==> src/rtl/rnd_pkg.sv <==
// Shared definitions for the rounding arbiter slice: default widths,
// the result record and a helper for the saturation constant.
package rnd_pkg;

  localparam int unsigned WIDTH_I_DEF = 10;
  localparam int unsigned WIDTH_O_DEF = 4;
  localparam int unsigned N_REQ_DEF   = 4;
  localparam int unsigned ID_W_DEF    = $clog2(N_REQ_DEF);

  // One rounded result as seen by the consumer, at default widths
  typedef struct packed {
    logic [WIDTH_O_DEF-1:0] man;
    logic                   ofl;
    logic [ID_W_DEF-1:0]    id;
  } rnd_res_t;

  // All-ones pattern of the given width, right-aligned in 32 bits
  function automatic logic [31:0] sat_ones(input int unsigned w);
    logic [31:0] r;
    r = '0;
    for (int unsigned i = 0; i < 32; i++) begin
      if (i < w) r[i] = 1'b1;
    end
    return r;
  endfunction

endpackage

==> src/rtl/rnd_rne.sv <==
// Round-to-nearest-even of an augmented mantissa down to width_o bits.
// The bits below the kept field are guard (first dropped bit) and sticky
// (OR of the rest); a carry out of the kept field is reported as o_ofl.
module rnd_rne
  import rnd_pkg::*;
#(
  parameter int unsigned width_i = WIDTH_I_DEF,
  parameter int unsigned width_o = WIDTH_O_DEF
) (
  input  logic [width_i-1:0] i_num,
  output logic [width_o-1:0] o_man,
  output logic               o_ofl
);

  logic [width_o-1:0] keep;
  logic               guard;
  logic               sticky;
  logic               rnd_up;

  // Round up above half, or at exactly half when the kept lsb is odd
  always_comb begin
    keep   = i_num[width_i-1 -: width_o];
    guard  = i_num[width_i-width_o-1];
    sticky = |i_num[width_i-width_o-2:0];
    rnd_up = guard & (sticky | keep[0]);
    {o_ofl, o_man} = {1'b0, keep} + (width_o+1)'(rnd_up);
  end

endmodule

==> src/rtl/rr_arb.sv <==
// Round-robin arbiter: searches from ptr+1 upward with wrap and grants the
// first active request while enabled. ptr follows the last accepted index.
module rr_arb
  import rnd_pkg::*;
#(
  parameter  int unsigned n_req = N_REQ_DEF,
  localparam int unsigned id_w  = $clog2(n_req)
) (
  input  logic             i_clk,
  input  logic             i_rst,
  input  logic [n_req-1:0] i_req,
  input  logic             i_en,
  input  logic             i_ack,
  output logic [n_req-1:0] o_gnt,
  output logic [id_w-1:0]  o_idx
);

  logic [id_w-1:0] ptr;

  // Wrap-order search; the index is reduced by subtraction so that
  // non-power-of-two n_req wraps correctly
  always_comb begin
    int unsigned     cand;
    logic [id_w-1:0] idx;
    logic            found;
    o_gnt = '0;
    o_idx = '0;
    found = 1'b0;
    cand  = 0;
    idx   = '0;
    for (int unsigned off = 1; off <= n_req; off++) begin
      cand = 32'(ptr) + off;
      if (cand >= n_req) cand = cand - n_req;
      idx = cand[id_w-1:0];
      if (i_en && !found && i_req[idx]) begin
        found      = 1'b1;
        o_gnt[idx] = 1'b1;
        o_idx      = idx;
      end
    end
  end

  // Pointer moves only on an accepted transfer; reset gives requester 0 priority
  always_ff @(posedge i_clk or negedge i_rst) begin
    if (!i_rst)     ptr <= id_w'(n_req - 1);
    else if (i_ack) ptr <= o_idx;
  end

endmodule

==> src/rtl/rnd_rne_arb.sv <==
// Shares one rnd_rne unit between n_req requesters through a round-robin
// arbiter and a two-stage pipeline (S1 operand, S2 result) with backpressure.
// Optional: RND_RNE_ARB_SAT_EN saturates the mantissa to all ones on overflow.
module rnd_rne_arb
  import rnd_pkg::*;
#(
  parameter  int unsigned width_i = WIDTH_I_DEF,
  parameter  int unsigned width_o = WIDTH_O_DEF,
  parameter  int unsigned n_req   = N_REQ_DEF,
  localparam int unsigned id_w    = $clog2(n_req)
) (
  input  logic                            i_clk,
  input  logic                            i_rst,
  input  logic [n_req-1:0]                i_vld,
  input  logic [n_req-1:0][width_i-1:0]   i_num,
  output logic [n_req-1:0]                o_rdy,
  output logic                            o_vld,
  output logic [width_o-1:0]              o_man,
  output logic                            o_ofl,
  output logic [id_w-1:0]                 o_id,
  input  logic                            i_rdy
);

  typedef struct packed {
    logic [width_o-1:0] man;
    logic               ofl;
    logic [id_w-1:0]    id;
  } res_t;

  logic               s1_v, s2_v;
  logic [width_i-1:0] s1_num;
  logic [id_w-1:0]    s1_id;
  res_t               s2_r;

  logic               s2_load, s1_load, arb_en, xfer;
  logic [n_req-1:0]   gnt;
  logic [id_w-1:0]    gnt_idx;
  logic [width_o-1:0] rnd_man, nxt_man;
  logic               rnd_ofl, nxt_ofl;

  // Stage advance; the arbiter is also held off while reset is asserted
  always_comb begin
    s2_load = s1_v && (!s2_v || i_rdy);
    s1_load = !s1_v || s2_load;
    arb_en  = s1_load && i_rst;
    xfer    = |(i_vld & gnt);
  end

  rr_arb #(.n_req(n_req)) u_arb (
    .i_clk (i_clk),
    .i_rst (i_rst),
    .i_req (i_vld),
    .i_en  (arb_en),
    .i_ack (xfer),
    .o_gnt (gnt),
    .o_idx (gnt_idx)
  );

  rnd_rne #(.width_i(width_i), .width_o(width_o)) u_rnd (
    .i_num (s1_num),
    .o_man (rnd_man),
    .o_ofl (rnd_ofl)
  );

`ifdef RND_RNE_ARB_SAT_EN
  localparam logic [31:0] SAT_ALL = sat_ones(width_o);
  // Saturate the mantissa whenever rounding carries out
  always_comb begin
    nxt_ofl = rnd_ofl;
    nxt_man = rnd_ofl ? SAT_ALL[width_o-1:0] : rnd_man;
  end
`else
  // Pass the rounder result through unchanged
  always_comb begin
    nxt_ofl = rnd_ofl;
    nxt_man = rnd_man;
  end
`endif

  // S1: capture the granted operand and its index
  always_ff @(posedge i_clk or negedge i_rst) begin
    if (!i_rst) begin
      s1_v   <= 1'b0;
      s1_num <= '0;
      s1_id  <= '0;
    end else if (s1_load) begin
      s1_v <= xfer;
      if (xfer) begin
        s1_num <= i_num[gnt_idx];
        s1_id  <= gnt_idx;
      end
    end
  end

  // S2: register the rounded result; holds while downstream stalls
  always_ff @(posedge i_clk or negedge i_rst) begin
    if (!i_rst) begin
      s2_v <= 1'b0;
      s2_r <= '0;
    end else if (s2_load) begin
      s2_v <= 1'b1;
      s2_r <= '{man: nxt_man, ofl: nxt_ofl, id: s1_id};
    end else if (i_rdy) begin
      s2_v <= 1'b0;
    end
  end

  assign o_rdy = gnt;
  assign o_vld = s2_v;
  assign o_man = s2_r.man;
  assign o_ofl = s2_r.ofl;
  assign o_id  = s2_r.id;

endmodule
==> config.mk <==
export PLATFORM = sky130hd
export DESIGN_NAME = rnd_rne_arb
export DESIGN_NICKNAME = d
export VERILOG_FILES = /design/src/rtl/rnd_pkg.sv /design/src/rtl/rnd_rne.sv /design/src/rtl/rr_arb.sv /design/src/rtl/rnd_rne_arb.sv
export SDC_FILE = /design/constraint.sdc
export NUM_CORES = 1
export LEC_CHECK = 0
export CAP_MARGIN = 15
export CORE_MARGIN = 2
export CORE_UTILIZATION = 48
export CTS_BUF_LIST = sky130_fd_sc_hd__clkbuf_2
export CTS_CLUSTER_SIZE = 14
export DETAILED_ROUTE_END_ITERATION = 10
export GPL_TIMING_DRIVEN = 0
export PLACE_DENSITY = 0.82
export RECOVER_POWER = 100
export SETUP_SLACK_MARGIN = 0.1
export SKIP_CTS_REPAIR_TIMING = 1
export SLEW_MARGIN = 20
export SYNTH_ARGS = -nofsm -noshare
export SYNTH_HDL_FRONTEND = slang
export SYNTH_SLANG_ARGS = --single-unit
==> constraint.sdc <==
create_clock -name i_clk -period 4.2 [get_ports i_clk]
set_clock_uncertainty 0.15 [all_clocks]
set_input_delay 0.84 -clock i_clk [delete_from_list [all_inputs] [get_ports i_clk]]
set_output_delay 0.84 -clock i_clk [all_outputs]
set_load 0.05 [all_outputs]
==> summary.md, run 1 <==
| Metric | Value |
|---|---|
| F_max | 249.6 MHz |
| Cell-by-cell trace of the critical path | clkdlybuf4s50_1, mux4_2, nand2b_1, nor4_4, buf_4, nand2_1, nand2_1, buf_2 |
| Antenna Violating Nets Remaining | 0 |
| Top_reg_cell synth | dfrtp_1 |
| Final setup viols | 0 |
| Routed vias | 1595 |
| Routed len/inst | 13.51 um |
| Total congestion overflow | 0 |
| Commonest non-fill, non-tap cell in the layout | clkdlybuf4s50_1 |
| Synthesized area | 1896 um2 |
| R2R setup slack | 290 ps |
| Layout net count | 307 |
| CTS tree | built |
| Via-to-Cell Ratio | 5.352 |
| CP Data Required Time | 3210 ps |
| DRC viols | 0 |
| Crit end category | output port |
| Max-slew headroom | 65.27% |
| Leakage | 1.192 nW |
| Fin. max-slew vios | 0 |
| Pin count of the biggest net entering global routing | 26 |
| Netlist cell types | 38 |
| Drt total wl | 4027 um |
| Core area | 3716 um2 |
| Worst-Margin Slew | 519.3 ps |
| # H-tree levels | 1 |
| I/O pins | 59 |
| Hold WS | 279.3 ps |
| HP Class | in -> async |
| Ys async rst share | 100.0% |
| Worst vdd ir | 0.2557 mV |
| Yosys reg bits | 23 |
| CP max stage cell | mux4_2 |
| Commonest cells after routing, fill and taps aside | clkdlybuf4s50_1 (41), mux2i_1 (35), nand2_1 (28) |
| CP startpoint kind | input pin |
| Starting DRC count in detailed routing | 75 |
| Synth Warn # | 0 |
| Global-route wire length before repair | 6382 um |
| Clock latency at the later pin of the worst-skew pair | 330 ps |
| WS Path Type | in -> out |
| I/O Buffers | 57 |
| CP max FO | 7 |
| Total GRT Usage | 18.69% |
| Routability cong. | 0.8215 |
| Antenna diodes | 0 |
| Setup repair after global routing missed its margin | false |
| Tcrit/Tclk final | 95.39% |
| Mean Syn Cell Area | 10.53 um2 |
| Clock tree root buffer cell | clkbuf_2 |
| Syn_nets | 236 |
| Sequential area share after synthesis | 30.50% |
| Maxcap violations | 0 |
| Peak per-stage delay on the critical path | 550 ps |
| Share of layout cells above drive strength 1 | 18.80% |
| Initial antenna violation count | 0 |
| Hpwl dp | 3016 um |
| Most common cell on crit path | nand2_1 |
| Total clock buffers created by CTS | 3 |
| Pre-Repair DR Iteration Count | 4 |
| Synth Instances | 180 |
| Clock transition at path regs | 210 ps |
| Floorplan row count | 22 |
| Overall die height | 66.84 um |
| Initial core utilization | 51.01% |
| CP arrival | 3020 ps |
| Fin crit period | 4006 ps |
| Pwr dens | 625.0 nW/um2 |
| Endpoints failing hold | 0 |
| EDFF count, synth | 0 |
| Full die area | 4468 um2 |
| Clk buf depth | 2 |
| Area grow syn2layout | 36.57% |
| CTS Sinks | 23 |
| Status | completed |
| Overall power | 1.618 mW |
| Number of global-route vias before repair | 1480 |
| Die W | 66.84 um |
==> Yosys cell counts (4+ instances only) <==
library cell | number | area [um2]
mux2i_1 | 35 | 350.3
buf_6 | 4 | 45.04
ha_1 | 9 | 112.6
buf_2 | 4 | 20.02
inv_1 | 7 | 26.28
mux2_2 | 8 | 90.09
o21ai_0 | 14 | 70.07
dfrtp_1 | 21 | 525.5
nand2_1 | 28 | 105.1
a22oi_1 | 4 | 30.03
mux2_4 | 7 | 105.1
==> cell type report <==
class,instances,area (um2)
well taps,48,60.06
multi-input cells,138,1185
clock inverters,1,5.005
repair buffers,67,628.1
clock buffers,3,15.01
flip-flops and latches,23,578.1
plain buffers,11,87.58
inverters,7,30.03
fillers,304,1127
==> routing by layer <==
metal  share of wire (%)  track usage (%)  vias up
met3                 5.2            2.872        6
met1                  45            24.14      735
met5                   0                0        -
li1                    -                -      789
met2                  48            31.75       65
met4                 1.5            6.378        0
==> cells by family (layout without fill, tap and decap cells) <==
family	count (synthesis)	in the layout	share of synthesized area, %
AO/OA/AOI/OAI	30	30	10.23
XOR/XNOR	2	2	0.9243
adder cells (fa/ha/maj)	9	9	5.941
buffers and inverters	19	89	6.469
flip-flops	23	23	30.49
multiplexers	54	54	33.73
AND/OR/NAND/NOR	43	43	12.21
==> critical path, delay by kind of cell <==
| family | cells | cell delay (ps) |
|---|---|---|
| buf+inv | 3 | 930 |
| simple gates | 4 | 690 |
| mux | 1 | 550 |
==> path summary, 6_finish.rpt <==
kind / endpoint / depth (start not counted) / from
min in group i_clk: o_ofl / 2 / o_ofl
max in group asynchronous: u_arb.ptr[1] / 1 / i_rst
worst min register to register: o_ofl / 2 / o_ofl
worst max register to register: s1_num[2] / 15 / u_arb.ptr[1]
worst min-delay path: o_id[1] / 1 / i_rst
worst max-delay path: o_rdy[3] / 8 / i_vld[0]
==> sequential cells by signal (all words and copies together) (netlist names) <==
name,count
o_id,2
o_man,4
o_ofl,1
o_vld,1
s1_id,2
s1_num,10
s1_v,1
u_arb.ptr,2
==> power by group <==
group	internal (mW)	total, mW	switching [mW]
Clock	0.0216	0.0871	0.0655
Sequential	0.330	0.394	0.0637
Combinational	0.537	1.14	0.600
==> per-stage QoR <==
stage	cell area (um2)	setup TNS [ps]	setup slack, ps	std cells	utilization [%]
5_1_grt	2589	0	41.21	298	69.66
3_3_place_gp	2526	-4186	-811.8	285	67.98
2_1_floorplan	1896	0	368.6	180	-
3_5_place_dp	2526	-4402	-824.0	285	67.98
4_1_cts	2546	-3256	-864.4	289	68.52
6_report	2589	0	193.7	298	69.66
(Power assumes the default switching activity.)
==> run 2: changes to the inputs <==
- CORE_UTILIZATION: 48 -> 47
- CTS_BUF_LIST: sky130_fd_sc_hd__clkbuf_2 -> not set
- PLACE_DENSITY: 0.82 -> 0.81
==> run 2 against run 1 <==
Combinational power decreased by 4%. Worst setup slack better by 3.8 ps. Largest cell class unchanged. Fmax about the same. Die area grew 2.0%.
==> summary.md, run 2 (synthesis gave the netlist of run 1 again) <==
| Metric | Value |
|---|---|
| Clk buf depth | 2 |
| I/O pins | 59 |
| Number of global-route vias before repair | 1470 |
| Worst-Margin Slew | 530.2 ps |
| Total congestion overflow | 0 |
| Cell-by-cell trace of the critical path | clkdlybuf4s50_1, mux4_2, clkbuf_1, nand2_1, o21ai_0, a22o_1, a21o_2, clkbuf_4 |
| Commonest non-fill, non-tap cell in the layout | clkdlybuf4s50_1 |
| Floorplan row count | 23 |
| Tcrit/Tclk final | 95.30% |
| Hpwl dp | 3066 um |
| Starting DRC count in detailed routing | 45 |
| Final Non-Filler Cells | 295 |
| Clock transition at path regs | 90 ps |
| Via-to-Cell Ratio | 5.302 |
| Core area | 3943 um2 |
| Setup repair after global routing missed its margin | false |
| Layout net count | 302 |
| Hold EP | o_man[3] |
| Largest Register | s1_num |
| Internal Power | 0.9029 mW |
| Max-slew headroom | 64.66% |
| Global-route wire length before repair | 6465 um |
| Routed vias | 1564 |
| Peak per-stage delay on the critical path | 530 ps |
| Post-layout util | 65.41% |
| Hold WS | 336.5 ps |
| Die W | 67.51 um |
| Status | completed |
| Antenna Violating Nets Remaining | 0 |
| R2R Path End | s1_num[2] |
| Pwr dens | 634.2 nW/um2 |
| Switching share of power | 44.79% |
| Hold path start | o_man[3] |
| I/O Buffers | 57 |
| Final setup viols | 0 |
| Routed len/inst | 13.61 um |
| Routability cong. | 0.8519 |
| Setup TNS Final | 0 ps |
| Fin. max-slew vios | 0 |
| Commonest cells after routing, fill and taps aside | clkdlybuf4s50_1 (41), mux2i_1 (35), nand2_1 (28) |
| Psw | 0.7326 mW |
| CTS Sinks | 23 |
| R2R setup slack | 320 ps |
| HP Class | reg -> reg |
| CTS tree | built |
| Pre-Repair DR Iteration Count | 4 |
| CP Data Required Time | 3210 ps |
| Total clock buffers created by CTS | 3 |
| WS Path Type | in -> out |
| Clock latency at the later pin of the worst-skew pair | 270 ps |
| CP arrival | 3010 ps |
| Antenna diodes | 0 |
| Initial antenna violation count | 0 |
| Combinational Power Share | 67.0% |
| Total GRT Usage | 18.36% |
| Full die area | 4557 um2 |
| Drt total wl | 4014 um |
| Initial core utilization | 48.08% |
| Worst r2r src | u_arb.ptr[0] |
| F_max | 249.8 MHz |
| Largest register FFs | 10 |
| Sequential share of power | 24.3% |
| # H-tree levels | 1 |
| DRC viols | 0 |
| Overall die height | 67.51 um |
| Pin count of the biggest net entering global routing | 26 |
| Hold Path Cell Cnt | 2 |
| Placed Cells | 287 |
| Clock tree root buffer cell | clkbuf_8 |
| Clock group share of total power | 8.7% |
| Share of layout cells above drive strength 1 | 16.73% |
| Endpoints failing hold | 0 |
| CP startpoint kind | input pin |
| Fin area | 2579 um2 |
| Leakage | 1.167 nW |
| Placed cell area | 2529 um2 |
| Crit end category | output port |
| Reg2reg path depth | 13 |
| Worst vdd ir | 0.2638 mV |
| CP max stage cell | mux4_2 |
| Area grow syn2layout | 36.04% |
| Fin crit period | 4002 ps |
| CP max FO | 10 |
| Maxcap violations | 0 |
-- run 2: cell types whose count changed in the layout (fill, tap and decap cells not counted) --
cell	previous run	this run
clkbuf_8	0	3
clkinvlp_4	1	2
buf_2	5	4
clkbuf_4	3	1
clkinv_2	1	0
buf_4	9	5
clkbuf_1	3	4
clkbuf_2	5	3
-- run 2: routing by layer --
metal / vias up / GRT usage (%) / share of wire [%]
met1: 735 / 24.95 / 44
met2: 46 / 30.76 / 50
li1: 778 / - / -
met3: 5 / 3.500 / 5.2
met5: - / 0 / 0
met4: 0 / 3.061 / 0.67
-- run 2: final cells by class --
| type | count | area (um2) |
|---|---|---|
| plain buffers | 11 | 83.83 |
| well taps | 50 | 62.56 |
| multi-input cells | 138 | 1185 |
| clock inverters | 1 | 7.507 |
| inverters | 7 | 30.03 |
| flip-flops and latches | 23 | 578.1 |
| fillers | 331 | 1364 |
| repair buffers | 62 | 590.6 |
| clock buffers | 3 | 41.29 |
-- run 2: worst max-delay path, delay by kind of cell --
kind	cells	cell delay (ps)
AND/OR/NAND/NOR	1	130
multiplexers	1	530
AO/OA/AOI/OAI	3	540
buffers and inverters	3	970
-- run 2: power by group through the flow --
| stage | Clock [mW] | Sequential (mW) | Combinational (mW) |
|---|---|---|---|
| finish | 0.142 | 0.398 | 1.10 |
| global route | 0.152 | 0.411 | 1.18 |
| CTS | 0.144 | 0.405 | 1.14 |
| detailed placement | 0 | 0.409 | 1.14 |
| global placement | 0 | 0.404 | 1.12 |
| floorplan | 0 | 0.505 | 0.766 |
-- run 2: per-stage QoR --
stage	power [mW]	worst slack (ps)
after floorplan	1.271	368.6
after global placement	1.523	-811.0
after detailed placement	1.549	-828.8
after CTS	1.694	-841.5
after global routing	1.744	67.53
final	1.635	197.5
-- run 2: worst max-delay path by stage --
stage                      start       end  cells after the start
floorplan           u_arb.ptr[0]  o_rdy[1]                      9
global placement           i_rst  o_rdy[2]                      6
detailed placement         i_rst  o_rdy[2]                      6
CTS                        i_rst  o_rdy[2]                      6
global route        u_arb.ptr[0]  o_rdy[1]                      9
finish                  i_vld[0]  o_rdy[2]                      8
